[config.mk]
export PLATFORM = sky130hd
export DESIGN_NAME = param_clock_flat
export DESIGN_NICKNAME = d
export VERILOG_FILES = /design/src/rtl/param_clock_pkg.sv /design/src/rtl/param_clock_if.sv /design/src/rtl/param_clock_mod_counter.sv /design/src/rtl/param_clock.sv /design/src/flat_wrapper.sv
export SDC_FILE = /design/constraint.sdc
export NUM_CORES = 1
export LEC_CHECK = 0
export BUFFER_PORTS_ARGS = -buffer_cell sky130_fd_sc_hd__buf_2
export CORE_MARGIN = 4
export CORE_UTILIZATION = 35
export DETAILED_ROUTE_END_ITERATION = 8
export PLACE_DENSITY_LB_ADDON = 0.08
export SKIP_CTS_REPAIR_TIMING = 1
export SYNTH_ARGS = -nofsm -noshare
export SYNTH_HDL_FRONTEND = slang
export SYNTH_SLANG_ARGS = --single-unit
[constraint.sdc]
create_clock -name clk -period 5.31 [get_ports clk]
set_input_delay 1.062 -clock clk [delete_from_list [all_inputs] [get_ports clk]]
set_output_delay 1.062 -clock clk [all_outputs]
set_load 0.01 [all_outputs]
[src/rtl/param_clock_pkg.sv]
// Shared definitions for the time-of-day counter.
//   mode_t       : run / set / hold / clear encodings of the mode input
//   *_MAX        : terminal count of each time field
//   *_W          : width of each field in the packed clock output
package clock_pkg;

    typedef enum logic [1:0] {
        MODE_RUN   = 2'b00,
        MODE_SET   = 2'b01,
        MODE_HOLD  = 2'b10,
        MODE_CLEAR = 2'b11
    } mode_t;

    localparam int SEC_MAX  = 59;
    localparam int MIN_MAX  = 59;
    localparam int HOUR_MAX = 23;

    localparam int HOUR_W = 6;
    localparam int MIN_W  = 6;
    localparam int SEC_W  = 6;

endpackage

[src/rtl/param_clock_if.sv]
// Control/display bundle of the time-of-day counter.
//   mode, h12, hourkey/minkey/seckey : controls driven by the master
//   clock {hour,min,sec}, pm, tick   : display outputs driven by the slave
//   alarm_h/alarm_m/alarm_ack/alarm  : only present with PARAM_CLOCK_ALARM_EN
interface param_clock_if;
    import clock_pkg::*;

    mode_t                          mode;
    logic                           h12;
    logic                           hourkey;
    logic                           minkey;
    logic                           seckey;
    logic [HOUR_W+MIN_W+SEC_W-1:0]  clock;
    logic                           pm;
    logic                           tick;
`ifdef PARAM_CLOCK_ALARM_EN
    logic [4:0]                     alarm_h;
    logic [5:0]                     alarm_m;
    logic                           alarm_ack;
    logic                           alarm;
`endif

    modport master (
        output mode, h12, hourkey, minkey, seckey,
`ifdef PARAM_CLOCK_ALARM_EN
        output alarm_h, alarm_m, alarm_ack,
        input  alarm,
`endif
        input  clock, pm, tick
    );

    modport slave (
        input  mode, h12, hourkey, minkey, seckey,
`ifdef PARAM_CLOCK_ALARM_EN
        input  alarm_h, alarm_m, alarm_ack,
        output alarm,
`endif
        output clock, pm, tick
    );

endinterface

[src/rtl/param_clock_mod_counter.sv]
// Modulo-(MAX+1) field counter.
//   clk, rst : clock, asynchronous active-high reset
//   clr      : synchronous clear to 0 (wins over inc)
//   inc      : advance by one, wrapping MAX -> 0
//   value    : current count
//   wrap     : combinational, inc && value == MAX (carry out)
module mod_counter #(
    parameter int MAX = 59,
    parameter int W   = 6
) (
    input  logic         clk,
    input  logic         rst,
    input  logic         clr,
    input  logic         inc,
    output logic [W-1:0] value,
    output logic         wrap
);

    assign wrap = inc && (value == W'(MAX));

    always_ff @(posedge clk or posedge rst) begin
        if (rst)       value <= '0;
        else if (clr)  value <= '0;
        else if (inc)  value <= wrap ? '0 : value + W'(1);
    end

endmodule

[src/rtl/param_clock.sv]
// 24-hour time-of-day counter with tick prescaler and 12/24-hour display.
//   clk, rst : clock, asynchronous active-high reset
//   bus      : param_clock_if.slave (mode, h12, keys in; clock, pm, tick out)
// Parameters: TICK_DIV clk cycles per second, CNT_W prescaler width.
// Optional: PARAM_CLOCK_ALARM_EN adds the alarm comparator and ring timer.
module param_clock
    import clock_pkg::*;
#(
    parameter int TICK_DIV = 50000000,
    parameter int CNT_W    = 26
) (
    input  logic          clk,
    input  logic          rst,
    param_clock_if.slave  bus
);

    logic [CNT_W-1:0]  pre_cnt;
    logic              tick_en;
    logic              tick_q;
    logic [2:0]        key_q;     // {hour,min,sec} previous-cycle key levels
    logic [2:0]        key_rise;
    logic              clr, sec_inc, min_inc, hour_inc;
    logic              sec_wrap, min_wrap;
    logic [SEC_W-1:0]  sec_v;
    logic [MIN_W-1:0]  min_v;
    logic [HOUR_W-1:0] hour_v;
    logic [HOUR_W-1:0] hour_disp;

    // tick_en marks the last prescaler count; the time advances on that edge
    // and the registered tick pulse appears together with the new time.
    assign tick_en = (pre_cnt == CNT_W'(TICK_DIV - 1));

    always_ff @(posedge clk or posedge rst) begin
        if (rst) begin
            pre_cnt <= '0;
            tick_q  <= 1'b0;
            key_q   <= '0;
        end else begin
            pre_cnt <= tick_en ? '0 : pre_cnt + CNT_W'(1);
            tick_q  <= tick_en;
            key_q   <= {bus.hourkey, bus.minkey, bus.seckey};
        end
    end

    // Edge registers run in every mode so a key held while entering set
    // mode needs a fresh press.
    assign key_rise = {bus.hourkey, bus.minkey, bus.seckey} & ~key_q;

    // Run chains carries through the wrap outputs; set drives each field
    // independently so a wrap never carries.
    always_comb begin
        clr      = 1'b0;
        sec_inc  = 1'b0;
        min_inc  = 1'b0;
        hour_inc = 1'b0;
        case (bus.mode)
            MODE_RUN: begin
                sec_inc  = tick_en;
                min_inc  = sec_wrap;
                hour_inc = min_wrap;
            end
            MODE_SET: begin
                sec_inc  = key_rise[0];
                min_inc  = key_rise[1];
                hour_inc = key_rise[2];
            end
            MODE_CLEAR: clr = 1'b1;
            default: ;
        endcase
    end

    mod_counter #(.MAX(SEC_MAX), .W(SEC_W)) u_sec (
        .clk(clk), .rst(rst), .clr(clr), .inc(sec_inc), .value(sec_v), .wrap(sec_wrap)
    );

    mod_counter #(.MAX(MIN_MAX), .W(MIN_W)) u_min (
        .clk(clk), .rst(rst), .clr(clr), .inc(min_inc), .value(min_v), .wrap(min_wrap)
    );

`ifdef PARAM_CLOCK_ALARM_EN
    logic hour_wrap;
    mod_counter #(.MAX(HOUR_MAX), .W(HOUR_W)) u_hour (
        .clk(clk), .rst(rst), .clr(clr), .inc(hour_inc), .value(hour_v), .wrap(hour_wrap)
    );
`else
    mod_counter #(.MAX(HOUR_MAX), .W(HOUR_W)) u_hour (
        .clk(clk), .rst(rst), .clr(clr), .inc(hour_inc), .value(hour_v), .wrap()
    );
`endif

    always_comb begin
        hour_disp = hour_v;
        if (bus.h12) begin
            if (hour_v == '0)                   hour_disp = HOUR_W'(12);
            else if (hour_v > HOUR_W'(12))      hour_disp = hour_v - HOUR_W'(12);
        end
    end

    assign bus.clock = {hour_disp, min_v, sec_v};
    assign bus.pm    = (hour_v >= HOUR_W'(12));
    assign bus.tick  = tick_q;

`ifdef PARAM_CLOCK_ALARM_EN
    logic [5:0]        ring_cnt;
    logic              alarm_q;
    logic              alarm_set;
    logic [MIN_W-1:0]  min_n;
    logic [HOUR_W-1:0] hour_n;

    // Look at the values the time registers are about to take so the alarm
    // rises on the same edge the time becomes hh:mm:00. Only a run-mode
    // second wrap can land on :00 with minutes advancing.
    always_comb begin
        min_n     = min_wrap ? '0 : min_v + MIN_W'(1);
        hour_n    = hour_wrap ? '0 : (min_wrap ? hour_v + HOUR_W'(1) : hour_v);
        alarm_set = (bus.mode == MODE_RUN) && sec_wrap &&
                    (min_n == bus.alarm_m) && (hour_n == {1'b0, bus.alarm_h});
    end

    always_ff @(posedge clk or posedge rst) begin
        if (rst) begin
            alarm_q  <= 1'b0;
            ring_cnt <= '0;
        end else if (bus.alarm_ack || bus.mode == MODE_CLEAR) begin
            alarm_q  <= 1'b0;
        end else if (alarm_set) begin
            alarm_q  <= 1'b1;
            ring_cnt <= '0;
        end else if (alarm_q && tick_en) begin
            if (ring_cnt == 6'd59) alarm_q  <= 1'b0;
            else                   ring_cnt <= ring_cnt + 6'd1;
        end
    end

    assign bus.alarm = alarm_q;
`endif

endmodule

[src/flat_wrapper.sv]
// flat-port wrapper written by rule: the top's interface ports become plain ports
module param_clock_flat import clock_pkg::*;
#(
    parameter int TICK_DIV = 50000000,
    parameter int CNT_W    = 26
)
  (clk, rst, bus_mode, bus_h12, bus_hourkey, bus_minkey, bus_seckey, bus_clock, bus_pm, bus_tick);
  param_clock_if bus_i ();
  input  logic clk;
  input  logic rst;
  input wire logic [$bits(bus_i.mode)-1:0] bus_mode;
  input wire logic [$bits(bus_i.h12)-1:0] bus_h12;
  input wire logic [$bits(bus_i.hourkey)-1:0] bus_hourkey;
  input wire logic [$bits(bus_i.minkey)-1:0] bus_minkey;
  input wire logic [$bits(bus_i.seckey)-1:0] bus_seckey;
  output wire logic [$bits(bus_i.clock)-1:0] bus_clock;
  output wire logic [$bits(bus_i.pm)-1:0] bus_pm;
  output wire logic [$bits(bus_i.tick)-1:0] bus_tick;
  assign bus_i.mode = bus_mode;
  assign bus_i.h12 = bus_h12;
  assign bus_i.hourkey = bus_hourkey;
  assign bus_i.minkey = bus_minkey;
  assign bus_i.seckey = bus_seckey;
  assign bus_clock = bus_i.clock;
  assign bus_pm = bus_i.pm;
  assign bus_tick = bus_i.tick;
  param_clock #(.TICK_DIV(TICK_DIV), .CNT_W(CNT_W)) u_core (.clk(clk), .rst(rst), .bus(bus_i));
endmodule
==> impl_metrics.py <==
metrics = {
    "final_layout": {
        "nets": 315,
        "design_area_mm2": 0.00292,
        "drive_above_1_share_pct": 15.7,
        "fin_cells": 398,
        "fillers": 756,
        "syn_to_final_growth_pct": 12.6,
        "n_antenna_cell": 0,
    },
    "timing": {
        "slew-limit-headroom_pct": 33.2,
        "setup_tns_ns": 0,
        "fin_crit_ns": 3.08,
        "setup_viol": 0,
        "clock_skew_ns": 0.0136,
        "max_freq_mhz": 325,
        "finalMaxSlewViolations": 0,
        "worstMarginPinSlew_ns": 1.00,
        "rsz0062_at_grt": "no",
        "finalHoldViolations": 0,
        "whs_ns": 0.502,
        "fin_crit_sh_pct": 58.0,
    },
    "floorplanning": {
        "die_area_mm2": 0.00885,
        "die_y_um": 94.1,
        "initial_core_util_pct": 36.0,
        "coreArea_mm2": 0.00721,
        "die_w_um": 94.1,
        "num_rows": 31,
        "pin_count": 28,
    },
    "clocking": {
        "cts_tree": "yes",
        "clk_pin_slew_ns": 0.08,
        "htreeDepth": 2,
        "clockBufferDepth": 2,
        "clkLatencyLatePin_ns": 0.30,
        "cts_sinks": 48,
        "cts-buffers-inserted": 5,
        "cts_root_buffer": "clkbuf_8",
    },
    "global_routing": {
        "grt-ovfl-total": 0,
        "grt_pass1_wl_mm": 9.67,
        "grt_pass1_vias": 2019,
        "antenna_found_initial": 0,
        "grt_usage_pct": 13.9,
        "grt_max_degree": 49,
    },
    "detailed_routing": {
        "wire_per_inst_um": 14.1,
        "dr.pass1.iters": 4,
        "drt_iter0_markers": 55,
        "vias": 2033,
        "drc": 0,
        "drt_wl_total_mm": 5.63,
        "antenna_left": 0,
        "via_per_inst": 5.11,
    },
    "worst_hold_path": {
        "hp-class": "reg2reg",
    },
    "logic_synthesis": {
        "synth_edf_count": 0,
        "yosysSeqAreaShare_pct": 46.3,
        "synth_cells": 269,
        "synth_fp_nets": 285,
        "ys_top_cells_by_area": "dfrtp_1 46%, nand2_1 4.9%, xnor2_1 4.7%",
        "post_synth.cell_area_avg_um2": 9.64,
        "syn_area_mm2": 0.00259,
        "ys.flop_type": "dfrtp_1",
        "synth.yosys.warnings": 0,
        "synth_largest_area_cell": "dfrtp_1",
        "synthDistinctLibCells": 54,
        "ys_seq_elements": 48,
        "synth_top_area_share_pct": 46.3,
        "ys_async_sr_fraction_pct": 100,
    },
    "placement": {
        "gp_routability_congestion": 0.770,
        "placed_area_mm2": 0.00284,
        "placedCellCount": 391,
        "hpwlAfterDp_mm": 4.04,
        "placement.io_buffers": 27,
    },
    "worst_setup_path": {
        "crit_start": "u_core.u_hour.value[2]",
        "crit_path_max_fanout": 8,
        "startpoint_type": "flop",
        "crit_path_end": "bus_clock[17]",
        "rr_worst_depth": 6,
        "cp.arrival_ns": 2.02,
        "r2r_end": "u_core.u_min.value[4]",
        "worstReg2RegStart": "u_core.pre_cnt[10]",
        "setup.reg_to_reg.worst_slack_ns": 2.98,
        "critPathKind": "reg2out",
        "end_kind": "primary output",
        "cp.required_ns": 4.25,
    },
    "job": {
        "cap_viol_max_count": 0,
    },
    "power": {
        "irDropWorstVdd_uv": 84.7,
        "power_w": 0.000623,
        "powerDensity_mw_per_mm2": 213,
        "cellLeakagePower_nw": 1.30,
    },
    "outcome": {
        "status": "complete, no violations",
    },
}
==> worst min-delay path by stage <==
stage | to | cells after the start | slack, ns | from
floorplan | u_core.pre_cnt[4] | 1 | 0.46 | u_core.pre_cnt[4]
global placement | u_core.pre_cnt[4] | 1 | 0.49 | u_core.pre_cnt[4]
detailed placement | u_core.pre_cnt[4] | 1 | 0.49 | u_core.pre_cnt[4]
CTS | u_core.pre_cnt[4] | 1 | 0.50 | u_core.pre_cnt[4]
global route | u_core.pre_cnt[4] | 1 | 0.55 | u_core.pre_cnt[4]
finish | u_core.pre_cnt[4] | 1 | 0.50 | u_core.pre_cnt[4]
==> cell families (layout without fill, tap and decap cells) <==
| family | count (synthesis) | in the layout | share of synthesized area (%) |
|---|---|---|---|
| xor+xnor | 26 | 26 | 8.78 |
| flops | 48 | 48 | 46.3 |
| buf+inv | 14 | 44 | 2.12 |
| fa+ha+maj | 8 | 8 | 3.86 |
| mux | 4 | 4 | 1.54 |
| compound gates | 35 | 35 | 10.1 |
| simple gates | 134 | 134 | 27.3 |
==> layer usage <==
layer / track usage, % / up-vias / share of wire [%]
li1: - / 1017 / -
met1: 17.3 / 979 / 46
met2: 23.6 / 28 / 49
met3: 3.21 / 9 / 3.3
met4: 4.57 / 0 / 1.6
met5: 0 / - / 0
==> cell usage after synthesis (all sizes together), types with 2 or more instances <==
master / number
nor4b: 3
a32o: 2
nor4: 3
nor2b: 3
and3: 6
inv: 9
clkbuf: 2
nor2: 30
buf: 3
o21ai: 4
mux2i: 4
nand3: 19
nor3: 8
ha: 8
a21oi: 8
nand4: 7
o22ai: 2
o31ai: 3
dfrtp: 48
and2: 6
xnor2: 14
or3: 3
and4: 3
o311ai: 3
nand2: 34
a41oi: 2
xor2: 12
==> stage by stage <==
stage / util, % / setup slack (ns)
after detailed placement: 39.4 / 2.39
after global routing: 40.5 / 2.02
after CTS: 40.5 / 2.19
final: 40.5 / 2.23
after floorplan: - / 2.61
after global placement: 39.4 / 2.43
==> report_power, final <==
part           switching, W  internal [W]  total [W]
clock              0.000122     0.0000894   0.000212
combinational     0.0000250     0.0000128  0.0000377
sequential       0.00000443      0.000369   0.000374
==> cell usage in the layout (no fill, tap or decap), types with 4 or more instances in the layout <==
| master | synthesis | final |
|---|---|---|
| a21oi_1 | 7 | 7 |
| and2_1 | 5 | 5 |
| and3_1 | 4 | 4 |
| buf_2 | 2 | 27 |
| clkbuf_8 | 0 | 5 |
| dfrtp_1 | 48 | 48 |
| ha_1 | 8 | 8 |
| inv_1 | 9 | 8 |
| mux2i_1 | 4 | 4 |
| nand2_1 | 34 | 34 |
| nand3_1 | 18 | 18 |
| nand4_1 | 7 | 7 |
| nor2_1 | 30 | 30 |
| nor3_1 | 8 | 8 |
| xnor2_1 | 14 | 14 |
| xor2_1 | 12 | 12 |
==> layout make-up <==
type                       instances  area, um2  area share, %
multi-input combinational        207       1340           45.8
timing repair buffer              28        143           4.88
clock buffer                       5       68.8           2.36
tap                               99        124           4.24
sequential                        48       1200           41.1
clock inverter                     2       12.5          0.428
inverter                           9       33.8           1.16
==> worst max-delay path, cell delays in order, from the launching register on <==
cell      delay [ns]
dfrtp_1         0.49
ha_1            0.25
inv_1           0.07
o21ai_0         0.21
nand2_1         0.13
a211oi_1        0.27
xor2_1          0.17
buf_2           0.15
==> state kept, by name, summed over array words and instances (netlist names) <==
signal / cells
u_core.pre_cnt: 26
u_core.u_min.value: 6
u_core.u_sec.value: 6
u_core.key_q: 3
u_core.u_hour.value: 6
u_core.bus.tick: 1
(Power assumes the default switching activity.)
